==> src/rtl/fifo_pixel_drain_if.sv <==
// Bus bundle between the pixel drain, the renderer FIFO read port and the
// SRAM arbiter. The "master" modport is the drain itself; "slave" is the
// FIFO/arbiter side.
interface fifo_pixel_drain_if;
  logic [47:0] fifo_q;
  logic        fifo_rdempty;
  logic        fifo_rdreq;
  logic [19:0] sram_addr;
  logic [15:0] sram_data;
  logic        sram_req;
  logic        sram_ack;
  logic        busy;
  logic [19:0] pixel_count;
  logic [15:0] dropped_count;

  modport master (
    input  fifo_q, fifo_rdempty, sram_ack,
    output fifo_rdreq, sram_addr, sram_data, sram_req, busy,
           pixel_count, dropped_count
  );

  modport slave (
    output fifo_q, fifo_rdempty, sram_ack,
    input  fifo_rdreq, sram_addr, sram_data, sram_req, busy,
           pixel_count, dropped_count
  );
endinterface

==> src/rtl/fifo_pixel_drain.sv <==
// Pixel FIFO drain: pops one 48-bit pixel word, computes its framebuffer
// address and writes the 16-bit colour to SRAM via req/ack.
// Optional clipping of off-screen pixels is enabled by defining FB_CLIP_EN.
module fifo_pixel_drain #(
  parameter int unsigned WIDTH   = 640,
  parameter int unsigned HEIGHT  = 480,
  parameter logic [19:0] FB_BASE = 20'h00000
) (
  input  logic                 Clk,
  input  logic                 Reset,
  fifo_pixel_drain_if.master   bus
);

  typedef enum logic [1:0] {IDLE, FETCH, CALC, WRITE} state_t;

  state_t      state_q, state_d;
  logic [19:0] sram_addr_q, sram_addr_d;
  logic [15:0] sram_data_q, sram_data_d;
  logic [19:0] pixel_count_q, pixel_count_d;
  logic [15:0] dropped_count_q, dropped_count_d;

  logic [9:0]  pix_x;
  logic [9:0]  pix_y;
  logic [15:0] pix_colour;
  logic [31:0] addr_full;
  logic        clip;
  logic        unused_depth;

  assign pix_x        = bus.fifo_q[47:38];
  assign pix_y        = bus.fifo_q[37:28];
  assign pix_colour   = bus.fifo_q[27:12];
  assign unused_depth = ^bus.fifo_q[11:0];

  // Address is formed at 32 bits and only then truncated to the 20-bit bus.
  assign addr_full = 32'(FB_BASE) + 32'(pix_y) * WIDTH + 32'(pix_x);

`ifdef FB_CLIP_EN
  assign clip = (32'(pix_x) >= WIDTH) || (32'(pix_y) >= HEIGHT);
`else
  logic unused_height;
  assign clip          = 1'b0;
  assign unused_height = ^HEIGHT;
`endif

  // Next-state and datapath update; registers hold by default.
  always_comb begin
    state_d         = state_q;
    sram_addr_d     = sram_addr_q;
    sram_data_d     = sram_data_q;
    pixel_count_d   = pixel_count_q;
    dropped_count_d = dropped_count_q;
    case (state_q)
      IDLE: begin
        if (!bus.fifo_rdempty) state_d = FETCH;
      end
      FETCH: begin
        state_d = CALC;
      end
      CALC: begin
        sram_addr_d = addr_full[19:0];
        sram_data_d = pix_colour;
        if (clip) begin
          state_d = IDLE;
          if (dropped_count_q != '1) dropped_count_d = dropped_count_q + 16'd1;
        end else begin
          state_d = WRITE;
        end
      end
      WRITE: begin
        if (bus.sram_ack) begin
          pixel_count_d = pixel_count_q + 20'd1;
          state_d       = IDLE;
        end
      end
      default: state_d = IDLE;
    endcase
  end

  // State and datapath registers with synchronous reset.
  always_ff @(posedge Clk) begin
    if (Reset) begin
      state_q         <= IDLE;
      sram_addr_q     <= '0;
      sram_data_q     <= '0;
      pixel_count_q   <= '0;
      dropped_count_q <= '0;
    end else begin
      state_q         <= state_d;
      sram_addr_q     <= sram_addr_d;
      sram_data_q     <= sram_data_d;
      pixel_count_q   <= pixel_count_d;
      dropped_count_q <= dropped_count_d;
    end
  end

  // Strobes are decoded straight from the state register.
  assign bus.fifo_rdreq    = (state_q == FETCH);
  assign bus.sram_req      = (state_q == WRITE);
  assign bus.busy          = (state_q != IDLE);
  assign bus.sram_addr     = sram_addr_q;
  assign bus.sram_data     = sram_data_q;
  assign bus.pixel_count   = pixel_count_q;
  assign bus.dropped_count = dropped_count_q;

endmodule

==> src/flat_wrapper.sv <==
// flat-port wrapper written by rule: the top's interface ports become plain ports
module fifo_pixel_drain_flat 
#(
  parameter int unsigned WIDTH   = 640,
  parameter int unsigned HEIGHT  = 480,
  parameter logic [19:0] FB_BASE = 20'h00000
)
  (Clk, Reset, bus_fifo_q, bus_fifo_rdempty, bus_sram_ack, bus_fifo_rdreq, bus_sram_addr, bus_sram_data, bus_sram_req, bus_busy, bus_pixel_count, bus_dropped_count);
  fifo_pixel_drain_if bus_i ();
  input  logic Clk;
  input  logic Reset;
  input wire logic [$bits(bus_i.fifo_q)-1:0] bus_fifo_q;
  input wire logic [$bits(bus_i.fifo_rdempty)-1:0] bus_fifo_rdempty;
  input wire logic [$bits(bus_i.sram_ack)-1:0] bus_sram_ack;
  output wire logic [$bits(bus_i.fifo_rdreq)-1:0] bus_fifo_rdreq;
  output wire logic [$bits(bus_i.sram_addr)-1:0] bus_sram_addr;
  output wire logic [$bits(bus_i.sram_data)-1:0] bus_sram_data;
  output wire logic [$bits(bus_i.sram_req)-1:0] bus_sram_req;
  output wire logic [$bits(bus_i.busy)-1:0] bus_busy;
  output wire logic [$bits(bus_i.pixel_count)-1:0] bus_pixel_count;
  output wire logic [$bits(bus_i.dropped_count)-1:0] bus_dropped_count;
  assign bus_i.fifo_q = bus_fifo_q;
  assign bus_i.fifo_rdempty = bus_fifo_rdempty;
  assign bus_i.sram_ack = bus_sram_ack;
  assign bus_fifo_rdreq = bus_i.fifo_rdreq;
  assign bus_sram_addr = bus_i.sram_addr;
  assign bus_sram_data = bus_i.sram_data;
  assign bus_sram_req = bus_i.sram_req;
  assign bus_busy = bus_i.busy;
  assign bus_pixel_count = bus_i.pixel_count;
  assign bus_dropped_count = bus_i.dropped_count;
  fifo_pixel_drain #(.WIDTH(WIDTH), .HEIGHT(HEIGHT), .FB_BASE(FB_BASE)) u_core (.Clk(Clk), .Reset(Reset), .bus(bus_i));
endmodule
==> config.mk <==
export PLATFORM = sky130hd
export DESIGN_NAME = fifo_pixel_drain_flat
export DESIGN_NICKNAME = d
export VERILOG_FILES = /design/src/rtl/fifo_pixel_drain_if.sv /design/src/rtl/fifo_pixel_drain.sv /design/src/flat_wrapper.sv
export SDC_FILE = /design/constraint.sdc
export NUM_CORES = 1
export LEC_CHECK = 0
export ABC_AREA = 1
export CAP_MARGIN = 30
export CELL_PAD_IN_SITES_DETAIL_PLACEMENT = 1
export CELL_PAD_IN_SITES_GLOBAL_PLACEMENT = 2
export CORE_UTILIZATION = 36
export DETAILED_ROUTE_END_ITERATION = 12
export DONT_BUFFER_PORTS = 1
export PLACE_DENSITY = 0.89
export SKIP_LAST_GASP = 1
export SYNTH_ARGS = -nofsm -noshare
export SYNTH_HDL_FRONTEND = slang
export SYNTH_SLANG_ARGS = --single-unit
==> constraint.sdc <==
create_clock -name Clk -period 3.8 [get_ports Clk]
set_input_delay 0.76 -clock Clk [delete_from_list [all_inputs] [get_ports Clk]]
set_output_delay 0.76 -clock Clk [all_outputs]
set_load 0.05 [all_outputs]
== Word level (Yosys, flattened, before mapping) ==
Index checks and enable logic that the tools add are counted.
Widths: inputs -> output; s select.

* Register bits: 58
* Logic and storage cells: 19

* Add/sub/neg operators: 2
* Reductions and logical operators: 4
* Equal/unequal tests: 5
* Multiplexer cells: 3
* Multipliers: 1

{| class="wikitable"
|+ Operators with widths
! operator !! count
|-
| $add 20x1->20 const B || 1
|-
| $add 20x10->20 || 1
|-
| $mul 10x3->13 const B || 1
|-
| $pmux 2 s4 || 1
|-
| $eq 2x2->1 const B || 2
|-
| $mux 2 || 2
|-
| $ne 2x2->1 const B || 2
|-
| $reduce_and 2->1 || 2
|-
| $eq 2x1->1 const B || 1
|-
| $logic_not 2->1 || 1
|-
| $reduce_bool 2->1 || 1
|}

== Logic depth before layout (Yosys ltp) ==
* Word-level depth: 3
* Mapped depth: 15

== Least setup slack after synthesis ==
OpenSTA, ideal clock, no wires.

* Kind: input port to flip-flop
* Start point: in bus_fifo_q[29]
* End point: reg u_core.sram_addr_q[18], in the netlist u_core.bus.sram_addr[18]
* Arrival: 2,559 ps
* Stages: 12
* Setup slack: 1,132 ps
* Cell sequence: ha_1 > ha_1 > fa_1 > nand4_1 > nand2_1 > inv_1 > nor2_2 > nand3_1 > o21ai_1 > nand3_1 > nand2_1 > inv_1

* Cells in the longest elaborated chain, start to end: 2

{| class="wikitable"
|+ Ends and longest elaborated chain
! element !! RTL line !! source
|-
| start, declared || flat_wrapper.sv:12 || <nowiki>input wire logic [$bits(bus_i.fifo_q)-1:0] bus_fifo_q;</nowiki>
|-
| $mul 10x3->13 || fifo_pixel_drain.sv:35 || <nowiki>assign addr_full = 32'(FB_BASE) + 32'(pix_y) * WIDTH + 32'(pix_x);</nowiki>
|-
| $add 20x10->20 || fifo_pixel_drain.sv:35 ||
|-
| end signal, assigned || fifo_pixel_drain.sv:89 || <nowiki>sram_addr_q <= sram_addr_d;</nowiki>
|-
| end, declared || fifo_pixel_drain.sv:17 || <nowiki>logic [19:0] sram_addr_q, sram_addr_d;</nowiki>
|}

No other way between the ends.
A chain may end at the register's enable or synchronous reset.

== Worst setup path after layout ==
Ends and elaborated chain as after synthesis.

==> results.cfg <==
[run_status]
status = complete, no violations

[yosys]
ys_types = 33
netlist.area_leader.share_pct = 34.21
synth_warnings = 0
synth_area_leader_cell = dfxtp_1
synth_cells = 475
synthTopCellsByArea = dfxtp_1 34%, nor2_1 9.8%, ha_1 9.2%
ys_ff_latch = 58
ys_seq_area_share_pct = 34.21
syn_area_um2 = 3395
synth.avg_cell_area_um2 = 7.146

[clocking]
clk_latency_ns = 0.34
path_clk_slew_ns = 0.07
ctsResizeCount = 0
cts_buffers = 9
htreeDepth = 3
postCtsSetupRepairBufs = 0
holdBufCountCts = 0
root_buffer = clkbuf_8
clock_sinks = 58
cts_tree = done
cts_buffer_depth = 2

[route]
wl_per_cell_um = 14.39
via_per_inst = 4.935
firstDrtPassIters = 4
drtIter0Drc = 67
vias = 2902
final_antenna_net_count = 0
wl_mm = 8.464
drc = 0

[critical_path]
critPathSlowestCell = fa_1
path_class = input port to flip-flop
cp_num_buf_inv = 2
r2r-start = u_core.state_q[0]
path_common_cell = nand3_1
critical_path.max_stage_delay_ns = 0.61
cp_num_cells = 12
endpoint_kind = flip-flop
cpLargestDelayFamily = adder cells
critPathMaxFanout = 4
path_cells = ha_1 > ha_1 > fa_1 > nand3_1 > nand2_1 > inv_1 > nor2_2 > nand3_1 > o21ai_1 > nand3_1 > nand2_1 > inv_1
cp-startpoint = bus_fifo_q[29]
required_ns = 4.03
cp.arrival_ns = 2.79
critPathLaunchType = input port
rr_worst_depth = 10

[floorplanning]
pin_count = 127
die_w_um = 99.11
start_util_pct = 36.91
core_area_um2 = 9196
rows = 35
die_area_um2 = 9822
die_h_um = 99.11

[timing]
skew_ns = 0.01511
max_freq_mhz = 390.6
holdWs_ns = 0.4827
period_share_pct = 67.38
setup_violations = 0
hold_viol_final = 0
max_slew_margin_pct = 37.66
slew_violations = 0
tns_ns = 0
worstMarginPinSlew_ns = 0.9340
finalCriticalPeriod_ns = 2.560
rsz0062_at_grt = no

[power]
p_leak_nw = 1.717
ir_drop_mv = 0.3755
powerDensity_nw_per_um2 = 723.4

[finish]
num_antenna_cells = 0
area_growth_syn_to_layout_pct = 8.035
final_cell_count_no_fill = 588
multiInputGateArea_um2 = 1883
final_nets = 552
register_area_um2 = 1161
n_fill_cell = 1193
fin_util_pct = 39.88
final_layout_size_suffix_gt1_share_pct = 9.224

[global_routing]
grt_usage_pct = 18.20
antenna_found_initial = 0
grt_overflow = 0
grt_pass1_vias = 2963
grt_pass1_wl_mm = 14.10
grt_max_degree = 44

[placement]
gp_congestion = 0.7736
dpl.cell_count = 573
port_buffers = 0
dpl.hpwl_mm = 6.484

[flow_run]
drv_cap = 0

[min_path]
hold_path_depth = 1
worstHoldStart = Reset
min_path_type = input port to flip-flop
==> cells by family (layout without fill, tap and decap cells) <==
kind of cell / after synthesis / after routing / share of synthesized area (%)
AOI/OAI and AO/OA: 69 / 69 / 10.47
adders and majority gates: 27 / 27 / 10.39
xor gates and xnor gates: 10 / 10 / 2.580
buffers and inverters: 92 / 79 / 11.98
DFF: 58 / 58 / 34.21
and+or+nand+nor: 218 / 218 / 30.26
other: 1 / 16 / 0.1105
==> through the flow <==
step	setup WS [ns]	total power, mW	cell area [um2]
global route	0.9677	2.823	3667
detailed placement	0.8718	2.039	3451
CTS	1.233	2.697	3667
floorplan	1.132	1.892	3451
global placement	0.9122	1.997	3423
finish	1.240	2.653	3667
==> cell usage after synthesis, drive strengths merged <==
| cell type | count |
|---|---|
| o211ai | 1 |
| nand3 | 34 |
| nand3b | 3 |
| buf | 17 |
| o21ai | 45 |
| inv | 62 |
| conb | 1 |
| nor2 | 97 |
| nor3 | 9 |
| nor3b | 1 |
| xor2 | 4 |
| o21a | 2 |
| fa | 2 |
| clkbuf | 13 |
| nand2 | 70 |
| xnor2 | 6 |
| dfxtp | 58 |
| a21oi | 20 |
| nand4 | 4 |
| a211oi | 1 |
| ha | 25 |
==> state kept, by name (all words and copies together), names as in the netlist <==
signal,count
u_core.bus.pixel_count,20
u_core.bus.sram_data,16
u_core.state_q,2
u_core.bus.sram_addr,20
==> report_power, final <==
part	switching (mW)	internal (mW)	total, mW
logic	0.430	0.180	0.610
registers	0.633	0.767	1.40
clock network	0.260	0.383	0.643
==> area by class of cell <==
| class | count | area share [%] |
|---|---|---|
| Timing Repair Buffer | 2 | 0.9553 |
| Inverter | 62 | 6.346 |
| Tap cell | 111 | 3.787 |
| Multi-Input combinational cell | 340 | 51.35 |
| Clock inverter | 5 | 2.149 |
| Clock buffer | 10 | 3.753 |
| Sequential cell | 58 | 31.66 |
==> layer usage <==
layer / vias up / track usage (%) / wire, um
met5: - / 0 / 0
met4: 0 / 6.787 / 74
met3: 6 / 5.341 / 472
met2: 58 / 31.95 / 4316
met1: 1363 / 20.96 / 3601
li1: 1475 / - / -
==> cell usage in the layout, fill, tap and decap left out, drive strengths merged <==
cell type / count
bufinv: 2
o21a: 2
xnor2: 6
dfxtp: 58
nand3b: 3
xor2: 4
o211ai: 1
a21oi: 20
nor2: 97
clkinv: 3
conb: 16
inv: 62
ha: 25
nand4: 4
o21ai: 45
buf: 2
nand3: 34
nor3: 9
nor3b: 1
clkbuf: 10
a211oi: 1
fa: 2
nand2: 70
==> path summary, 6_finish.rpt <==
path                                 to  slack (ns)
max            u_core.bus.sram_addr[18]        1.24
min           u_core.bus.pixel_count[9]        0.48
max reg2reg  u_core.bus.pixel_count[16]        1.55
min reg2reg           u_core.state_q[1]        0.59
==> worst reg2reg max path, cell delays in order, from the launching register on <==
cell     delay, ns
dfxtp_1       0.37
ha_1          0.55
nand2_2       0.24
nor2_4        0.19
nand2_2       0.09
nor2_4        0.13
nand2_4       0.09
nor2_8        0.14
nand4_1       0.12
o21ai_1       0.17
a21oi_1       0.05
Power figures use the tool's default switching activity.
